$ cat src/rtl/opsel_pkg.sv
// Shared width helpers for the operand selector FIFO.
// The entry struct depends on the W/NSRC parameters of each instance, so it is declared in the
// top level from these helpers rather than here.
package opsel_pkg;

  // Width of the B-source select field; at least one bit even for a single source.
  function automatic int unsigned sel_w(input int unsigned nsrc);
    return (nsrc <= 2) ? 1 : $clog2(nsrc);
  endfunction

  // Width of an occupancy counter that must represent 0..depth inclusive.
  function automatic int unsigned cnt_w(input int unsigned depth);
    return $clog2(depth + 1);
  endfunction

  // Even parity bit over an operand pair: stored bit makes the total number of ones even.
  function automatic logic even_par(input logic [63:0] a, input logic [63:0] b);
    return ^{a, b};
  endfunction

endpackage

$ cat src/rtl/opsel_fifo.sv
// Generic synchronous FIFO of entry structs with an occupancy count.
// count is the only source of full/empty; pointers wrap naturally because DEPTH is a power of 2.
module opsel_fifo #(
  parameter int unsigned DEPTH = 4,
  parameter int unsigned CW    = 3,
  parameter type         entry_t = logic
) (
  input  logic          clk,
  input  logic          rst,
  input  logic          push,
  input  entry_t        wdata,
  input  logic          pop,
  output entry_t        rdata,
  output logic [CW-1:0] count,
  output logic          full,
  output logic          empty
);

  localparam int unsigned PW = $clog2(DEPTH);

  entry_t          mem [DEPTH];
  logic [PW-1:0]   wr_ptr;
  logic [PW-1:0]   rd_ptr;
  logic [CW-1:0]   cnt_q;
  logic            do_push;
  logic            do_pop;

  // Accept only when there is room / data; a full FIFO refuses a push even while popping.
  always_comb begin
    full    = (cnt_q == CW'(DEPTH));
    empty   = (cnt_q == '0);
    do_push = push && !full;
    do_pop  = pop && !empty;
    count   = cnt_q;
    rdata   = mem[rd_ptr];
  end

  // Pointer and occupancy update; reset discards all entries.
  always_ff @(posedge clk) begin
    if (rst) begin
      wr_ptr <= '0;
      rd_ptr <= '0;
      cnt_q  <= '0;
    end else begin
      if (do_push) wr_ptr <= wr_ptr + PW'(1);
      if (do_pop)  rd_ptr <= rd_ptr + PW'(1);
      if (do_push && !do_pop)      cnt_q <= cnt_q + CW'(1);
      else if (do_pop && !do_push) cnt_q <= cnt_q - CW'(1);
    end
  end

  // Storage array; contents are don't-care until written because reads are gated by count.
  always_ff @(posedge clk) begin
    if (!rst && do_push) mem[wr_ptr] <= wdata;
  end

endmodule

$ cat src/rtl/operand_select_fifo.sv
// Operand selector with elastic buffering: captures A and one of NSRC B sources per beat and
// queues {A, B, sel} toward the ALU. Optional macro OPSEL_PARITY_EN adds per-entry parity and a
// registered par_err pulse on pop.
module operand_select_fifo
  import opsel_pkg::*;
#(
  parameter int unsigned  W     = 8,
  parameter int unsigned  NSRC  = 4,
  parameter int unsigned  DEPTH = 4,
  localparam int unsigned SW    = sel_w(NSRC),
  localparam int unsigned CW    = cnt_w(DEPTH)
) (
  input  logic            clk,
  input  logic            rst,
  input  logic            in_valid,
  output logic            in_ready,
  input  logic [W-1:0]    da,
  input  logic [NSRC*W-1:0] db_bus,
  input  logic [SW-1:0]   sel,
  output logic            out_valid,
  input  logic            out_ready,
  output logic [W-1:0]    dataa,
  output logic [W-1:0]    datab,
  output logic [SW-1:0]   out_sel,
  output logic [CW-1:0]   count,
`ifdef OPSEL_PARITY_EN
  output logic            par_err,
`endif
  output logic            sel_err
);

  typedef struct packed {
    logic [W-1:0]  a;
    logic [W-1:0]  b;
    logic [SW-1:0] tag;
`ifdef OPSEL_PARITY_EN
    logic          par;
`endif
  } entry_t;

  logic          sel_bad;
  logic [W-1:0]  b_sel;
  entry_t        wentry;
  entry_t        head;
  logic          full;
  logic          empty;
  logic          push;
  logic          pop;
  logic          sel_err_q;

  // Source mux; an out-of-range select falls back to source 0 but keeps the raw tag.
  always_comb begin
    sel_bad = (32'(sel) >= NSRC);
    b_sel   = db_bus[0 +: W];
    if (!sel_bad) b_sel = db_bus[32'(sel) * W +: W];
    wentry     = '0;
    wentry.a   = da;
    wentry.b   = b_sel;
    wentry.tag = sel;
`ifdef OPSEL_PARITY_EN
    wentry.par = even_par(64'(da), 64'(b_sel));
`endif
  end

  // Handshakes; in_ready is a function of occupancy only.
  always_comb begin
    in_ready  = !full;
    out_valid = !empty;
    push      = in_valid && in_ready;
    pop       = out_valid && out_ready;
  end

  opsel_fifo #(
    .DEPTH   (DEPTH),
    .CW      (CW),
    .entry_t (entry_t)
  ) u_fifo (
    .clk   (clk),
    .rst   (rst),
    .push  (push),
    .wdata (wentry),
    .pop   (pop),
    .rdata (head),
    .count (count),
    .full  (full),
    .empty (empty)
  );

  // Head fields are forced to zero whenever nothing is valid.
  always_comb begin
    dataa   = out_valid ? head.a   : '0;
    datab   = out_valid ? head.b   : '0;
    out_sel = out_valid ? head.tag : '0;
    sel_err = sel_err_q;
  end

  // Sticky flag for any accepted beat carrying an illegal select.
  always_ff @(posedge clk) begin
    if (rst)                  sel_err_q <= 1'b0;
    else if (push && sel_bad) sel_err_q <= 1'b1;
  end

`ifdef OPSEL_PARITY_EN
  // One-cycle pulse after a pop whose head no longer matches its stored parity.
  always_ff @(posedge clk) begin
    if (rst) par_err <= 1'b0;
    else     par_err <= pop && (even_par(64'(head.a), 64'(head.b)) != head.par);
  end
`endif

endmodule

$ cat config.mk
export PLATFORM = sky130hd
export DESIGN_NAME = operand_select_fifo
export DESIGN_NICKNAME = d
export VERILOG_FILES = /design/src/rtl/opsel_pkg.sv /design/src/rtl/opsel_fifo.sv /design/src/rtl/operand_select_fifo.sv
export SDC_FILE = /design/constraint.sdc
export NUM_CORES = 1
export LEC_CHECK = 0
export ABC_AREA = 1
export CORE_MARGIN = 2
export CORE_UTILIZATION = 35
export CTS_CLUSTER_SIZE = 10
export DETAILED_ROUTE_END_ITERATION = 6
export GPL_ROUTABILITY_DRIVEN = 0
export HOLD_SLACK_MARGIN = 0.06
export PLACE_DENSITY_LB_ADDON = 0.1
export SLEW_MARGIN = 30
export SYNTH_ARGS = -nofsm -noshare
export SYNTH_HDL_FRONTEND = slang
export SYNTH_HIERARCHICAL = 1
export SYNTH_SLANG_ARGS = --single-unit
$ cat constraint.sdc
create_clock -name clk -period 5.1 [get_ports clk]
set_input_delay 1.02 -clock clk [delete_from_list [all_inputs] [get_ports clk]]
set_output_delay 1.02 -clock clk [all_outputs]
set_load 0.01 [all_outputs]
# Yosys cells after proc, flatten, opt, wreduce, memory -nomap -nowiden
# Memory sizes are Yosys's and may differ from the RTL's. A register that Yosys moved wholly into a read port is not among the register bits.
# Index checks and enable logic that the tools add are counted.
# Widths: inputs -> output; s select.
[totals] ff_bits=7 ram_bits=72 inputBits=46 output_inout_bits=24 word_cells=33 n_memories=1
[op_classes] n_addsub=4 n_eq_ne=1 n_shift=1 muxes=9 reduce_logical=14
[memory_table] name="u_fifo.mem" words=4 width=18 read_ports=1 rd_ports_with_merged_regs=1 write_ports=1 line="opsel_fifo.sv:21" rtl="entry_t mem [DEPTH];"
[op_table] op="$shiftx 32x6->8" count=1
[op_table] op="$mux 8" count=2
[op_table] op="$logic_and 1x1->1" count=7
[op_table] op="$mux 2" count=3
[op_table] op="$mux 3" count=2
[op_table] op="$logic_not 1->1" count=5
[op_table] op="$add 2x1->2 const B" count=2
[op_table] op="$add 3x1->3 const B" count=1
[op_table] op="$eq 3x3->1 const B" count=1
[op_table] op="$logic_not 3->1" count=1
[op_table] op="$sub 3x1->3 const B" count=1
[op_table] op="$mux 1" count=2
[op_table] op="$reduce_bool 2->1" count=1

# Logic depth before layout (Yosys ltp)
[logic_depth] depth_word=8 mapped_depth=15

# Modules after synthesis
# Netlist, hierarchy kept.
[by_module_without_submodules] module="opsel_fifo" instances=1 cells_per_inst=245 area_each_um2=3234.4
[by_module_without_submodules] module="operand_select_fifo" instances=1 cells_per_inst=140 area_each_um2=574.3

# Worst setup path after synthesis
# No wires, ideal clock.
[synth_path] kind="input -> register" from="in in_valid" to="mem u_fifo/mem[0][0] (netlist name), enable pin" arrival_time_ns=2.314 required_time_ns=4.707 path_slack_ns=2.394 stages=6 path_buffers=0 path_cell_list="inv_1 > nor2_1 > inv_1 > nor2_4 > nand2_2 > nor2_1"
[synth_via] elab_chain_len=5
[synth_lines] element="from (decl)" line="operand_select_fifo.sv:15" rtl="input logic in_valid,"
[synth_lines] element="$logic_and 1x1->1" line="operand_select_fifo.sv:69" rtl="push = in_valid && in_ready;"
[synth_lines] element="named net push" line="operand_select_fifo.sv:47" rtl="logic push;"
[synth_lines] element="$logic_and 1x1->1" line="opsel_fifo.sv:32" rtl="do_push = push && !full;"
[synth_lines] element="named net u_fifo.do_push" line="opsel_fifo.sv:25" rtl="logic do_push;"
[synth_lines] element="$logic_and 1x1->1" line="opsel_fifo.sv:54" rtl="if (!rst && do_push) mem[wr_ptr] <= wdata;"
[synth_lines] element="$mux 1" line="opsel_fifo.sv:54"
[synth_lines] element="$mux 1 (implied by the code)" line="opsel_fifo.sv:54"
[synth_lines] element="to (decl)" line="opsel_fifo.sv:21"
# The timed path passes the listed nets, and every way through them passes these cells.

==> impl_metrics.yaml <==
power:
  p_sw_mw: 0.653
  p_leak_nw: 1.92
  power.density_nw_per_um2: 416
  vdd_drop_max_v: 0.000149
  fin_total_pwr_mw: 1.97
  pwr-share-comb_pct: 35.2
  switching_share_pct: 33.1
  p_clk_share_pct: 21.6
  seqPwrFrac_pct: 43.3
  intPower_mw: 1.32
layout:
  antenna_cells: 0
  fin_nets: 501
  drive_above_1_share_pct: 7.27
  syn2layout_area_growth_pct: 24.4
timing:
  finalSetupTns_ps: 0
  hold_violations: 0
  slew_viol_final: 0
  skew_ps: 7.94
  slew_headroom_pct: 47.7
  min_period_ps: 3400
  worst_pin_slew_ps: 784
  clock.fmax_mhz: 294
  whs_ps: 504
  finalSetupViolations: 0
  min_period_over_period_pct: 66.6
  rsz0062_at_grt: "no"
clock_network:
  cts-root-buf: "clkbuf_8"
  holdBufCountCts: 0
  clock_latency_ps: 340
  cts_tree: "built"
  cts_setup_buffers: 0
  htree_levels: 3
  clock-sinks: 81
  post_cts_resized: 0
  cts_buffers: 9
  cts.clk_slew.worst_paths_ps: 80
  cts_max_path_buffers: 2
critical_path:
  crit_path_top_delay_cell: "dfxtp_1"
  crit_required_ps: 4080
  crit_path_end_kind: "output port"
  cp-start-kind: "flop"
  path_cells: "clkinv_4 > o21ai_0 > o22ai_1 > inv_1 > nor2_1 > clkdlybuf4s50_1"
  cp_max_fo: 19
  cp.arrival_ps: 2380
  cpPeakStageDelay_ps: 830
  worstSetupPathType: "flop to output port"
synthesis:
  synth_top_family_by_area: "simple AND/OR/NAND/NOR gates"
  syn_nets: 437
  netlist_instances: 385
  synthSimpleGateAreaFrac_pct: 15.9
  yosysWarnings: 6
  synth_top_area_cell: "edfxtp_1"
  synth-xor-area-share_pct: 0.230
  yosysSeqAreaShare_pct: 61.5
  synth.top_cell.area_share_pct: 56.8
  synthDistinctLibCells: 25
  synthTopCellsByArea: "edfxtp_1 57%, inv_1 6.9%, nor2_1 6.6%"
  synth_mux_area_share_pct: 0
  synth_area_um2: 3810
  synthAdderAreaFrac_pct: 2.17
  synth_compound_area_share_pct: 8.48
  synth_seq_cells: 81
  syn_area_per_cell_um2: 9.89
run:
  cap_violations: 0
detailed_routing:
  vias_per_cell: 4.37
  vias: 2596
  wl_um: 7590
  drtIter0Drc: 109
  postRouteAntennaNets: 0
  wire_per_inst_um: 12.8
  dr.pass1.iters: 4
  drc_errors: 0
grt:
  antenna_found_initial: 0
  grt_max_degree: 37
  grt_pass1_vias: 2526
  grt-ovfl-total: 0
  gr-usage-all-layers_pct: 14.3
  grt_pass1_wl_um: 12600
run_status:
  status: "finished, final reports clean"
placement:
  place_hpwl_um: 4970
  port_buffers: 68
die:
  io_pins: 70
  die_w_um: 108
  die_height_um: 108
  die_area_um2: 11700
  start_util_pct: 35.4
  fp-row-count: 38
  coreArea_um2: 10700
hold_path:
  hp-class: "flop to flop"
==> worst max-delay path, delay by kind of cell (launching register included) <==
family | cells | cell delay (ps)
compound gates | 2 | 270
flops | 1 | 830
buf+inv | 3 | 890
simple gates | 1 | 30
==> metrics by stage <==
stage / utilization, % / worst slack (ps) / instance area [um2] / instances
3_5_place_dp: 42.4 / 1820 / 4560 / 578
6_report: 44.1 / 1700 / 4740 / 594
3_3_place_gp: 42.2 / 1760 / 4540 / 578
2_1_floorplan: - / 2390 / 3810 / 385
5_1_grt: 44.1 / 1480 / 4740 / 594
4_1_cts: 44.1 / 1660 / 4740 / 594
==> area by class of cell <==
type	count	area (um2)
sequential	81	2340
fill	1062	6010
inverter	74	293
clock buffer	12	155
timing repair buffer	70	696
tap	140	175
clock inverter	4	27.5
multi-input combinational	213	1050
==> state kept, by name (all words and copies together), names as in the netlist, named ones only <==
| signal | cells |
|---|---|
| u_fifo/wr_ptr | 2 |
| u_fifo/mem | 72 |
| u_fifo/rd_ptr | 2 |
| u_fifo/count | 3 |
==> layer usage <==
metal  track usage, %  up-vias  routed length [um]
met4             5.04        0                  55
met5                0        -                   0
met2             23.0       74                3450
met1             18.8     1146                3680
met3             3.44        2                 396
li1                 -     1374                   -
==> cells in the final DEF (no fill, tap or decap), drive strengths merged <==
master	n
dfxtp	9
nand2	55
o21ai	37
o22ai	18
nor2	69
clkdlybuf4s50	68
clkinv	5
nand3b	1
ha	5
nand3	20
conb	1
inv	73
edfxtp	72
buf	2
xor2	1
clkbuf	12
a21oi	5
fa	1
==> cell families after synthesis <==
| family | count (synthesis) |
|---|---|
| and+or+nand+nor | 145 |
| buffers and inverters | 91 |
| DFF | 81 |
| AOI/OAI and AO/OA | 60 |
| adders and majority gates | 6 |
| xor gates and xnor gates | 1 |
| other | 1 |
==> cell usage after synthesis <==
| cell | count |
|---|---|
| o21ai_1 | 13 |
| nor2_1 | 67 |
| nor2_4 | 2 |
| nand2_1 | 50 |
| buf_4 | 6 |
| fa_1 | 1 |
| clkinv_4 | 1 |
| o22ai_1 | 18 |
| nand3b_1 | 1 |
| inv_2 | 1 |
| ha_1 | 5 |
| conb_1 | 1 |
| nand2_2 | 4 |
| nand3_1 | 20 |
| edfxtp_1 | 72 |
| inv_4 | 1 |
| inv_1 | 70 |
| buf_2 | 3 |
| o21ai_0 | 24 |
| dfxtp_1 | 9 |
| buf_6 | 8 |
| xor2_1 | 1 |
| a21oi_1 | 5 |
| inv_8 | 1 |
| nand2_4 | 1 |
==> power groups by stage <==
stage               clock, mW  combinational, mW  sequential (mW)
finish                  0.425              0.693            0.852
global route            0.466              0.790            0.863
CTS                     0.438              0.707            0.854
detailed placement          0              0.706            0.869
global placement            0              0.696            0.866
floorplan                   0              0.446            0.839
==> final timing paths <==
path	start	to	slack, ps	cells past startpoint
hold / removal	u_fifo/rd_ptr[0]$_SDFFE_PP0P_	flop	500	2
setup reg to reg	u_fifo/count[1]$_SDFFE_PP0P_	u_fifo/count[2]$_SDFFE_PP0P_	2500	14
hold reg to reg	u_fifo/rd_ptr[0]$_SDFFE_PP0P_	flop	500	2
setup / recovery	flop	datab[1]	1700	6
Note: power is estimated with default switching activity, not from simulation.
==> RTL change, RTL diff (same flow settings) <==
`DEPTH` is set to 4 in 2 places; all go to 16.
--- a/src/rtl/opsel_fifo.sv
+++ b/src/rtl/opsel_fifo.sv
@@ -2,5 +2,5 @@
 // count is the only source of full/empty; pointers wrap naturally because DEPTH is a power of 2.
 module opsel_fifo #(
-  parameter int unsigned DEPTH = 4,
+  parameter int unsigned DEPTH = 16,
   parameter int unsigned CW    = 3,
   parameter type         entry_t = logic
--- a/src/rtl/operand_select_fifo.sv
+++ b/src/rtl/operand_select_fifo.sv
@@ -7,5 +7,5 @@
   parameter int unsigned  W     = 8,
   parameter int unsigned  NSRC  = 4,
-  parameter int unsigned  DEPTH = 4,
+  parameter int unsigned  DEPTH = 16,
   localparam int unsigned SW    = sel_w(NSRC),
   localparam int unsigned CW    = cnt_w(DEPTH)
Ports: changed (resized count); port bits go from 70 to 72. The function was not compared with the original's and may differ.
==> RTL change against the unedited design <==
Via count rose to 3.6 times the old value; sequential cell count up 224; cell area rose to 3.4 times the old value; largest power group unchanged; synthesized area rose to 3.6 times the old value; wire length rose to 4.9 times the old value; total power rose to 3.8 times the old value; highest routed layer is now met5; worst setup slack worse by 620 ps; critical path type unchanged; synthesized cell count rose to 3.7 times the old value.
==> RTL change: results (changes against the unedited design) <==
=================================================================================================================
Via count of the first global-routing pass                                                                   9240   was 2526
Worst Reg-to-Reg Cells                                                                                         13   was 14
Number of clock buffers inserted by TritonCTS                                                                  37   was 9
Arithmetic-cell share of the synthesized area counting full adders, half adders and majority gates        0.9581%   was 2.168%
Number of synthesized register bits                                                                           305   was 81
Slew margin rel.                                                                                           36.11%   was 47.65%
Clock latency on the worst-skew pair                                                                       510 ps   was 340 ps
Pin count of the biggest net entering global routing                                                          145   was 37
Static leakage power                                                                                  0.006969 uW   was 0.001917 uW
Delay of the slowest cell on the worst path                                                                570 ps   was 830 ps
Non-clock inverters                                                                                           295   was 74
Worst reg2reg path endpoint                                                                          u_fifo/count[3]   was u_fifo/count[2]
Post-DP HPWL                                                                                             20.39 mm   was 4.971 mm
Share of cell area taken by multi-input logic gates                                                        21.12%   was 22.13%
Synthesized-area fraction occupied by xor and xnor cells                                                  0.1898%   was 0.2300%
Multi-input logic area                                                                                   3401 um2   was 1049 um2
Outcome                                                                                              complete, no violations   unchanged
Count of distinct cell types in the synthesized netlist                                                        22   was 25
Drt initial violations                                                                                        684   was 109
Worst setup skew after layout                                                                            16.69 ps   was 7.941 ps
Layout cells sized above 1                                                                                 6.164%   was 7.269%
Pre-CTS WS                                                                                                1532 ps   was 1823 ps
DRT Pass-1 Iters                                                                                                5   was 4
Maximum count of clock buffers along a single path                                                              3   was 2
Number of placed cells counting well taps                                                                    1996   was 578
Max layer used                                                                                               met5   was met4
Register fraction of the total cell area                                                                   55.86%   was 49.46%
Ranking of synthesized cells by instance count                                                       443 x nand2_1, 290 x inv_1, 288 x edfxtp_1   was 72 x edfxtp_1, 70 x inv_1, 67 x nor2_1
Maximum vdd ir drop                                                                                     0.4161 mV   was 0.1494 mV
Register area share after synthesis                                                                        64.94%   was 61.50%
Global routing met3 resource utilization                                                                   3.066%   was 3.436%
Number of fill cells                                                                                         3718   was 1062
Area fraction in compound gates after synthesis                                                           0.5062%   was 8.476%
Non-clock buffer contribution to total cell area                                                           6.061%   was 14.68%
Dominant cells by area after synthesis                                                               edfxtp_1 62%, nand2_1 12%, nand3_1 8.8%, inv_1 7.9%, dfxtp_1 2.5%   was edfxtp_1 57%, inv_1 6.9%, nor2_1 6.6%, nand2_1 4.9%, dfxtp_1 4.7%
WP data arrival                                                                                           3000 ps   was 2380 ps
Count of flip-flops with a built-in enable after synthesis                                                    288   was 72
Drt total wl                                                                                             37.39 mm   was 7.588 mm
=================================================================================================================
## RTL change: power by group
part	total [uW]	switching [uW]	internal [uW]
sequential	2930	83.6	2840
clock	2240	942	1300
combinational	2250	1450	809
total	7420	2470	4950
## RTL change: per-stage QoR
step	utilization (%)	hold WS (ps)
floorplan	-	472.2
global placement	38.97	514.1
detailed placement	38.97	514.0
CTS	41.47	522.1
global route	41.47	553.4
finish	41.47	517.0
## RTL change: how the worst max path moves through the flow
stage	from	to	slack, ps	cells after the start
floorplan	in_valid	u_fifo/mem[0][0]	2330	6
global placement	flip-flop	datab[3]	1560	11
detailed placement	in_valid	u_fifo/mem[8][5]	1530	8
CTS	flip-flop	datab[3]	1020	11
global route	flip-flop	out_sel[1]	840	11
finish	flip-flop	out_sel[1]	1080	11
## RTL change: worst register-to-register path: cells and delay by family (launching register included)
kind	cells	cell delay (ps)
adder cells (fa/ha/maj)	2	560
AO/OA/AOI/OAI	1	160
buffers and inverters	3	620
AND/OR/NAND/NOR	7	1140
flip-flops	1	370
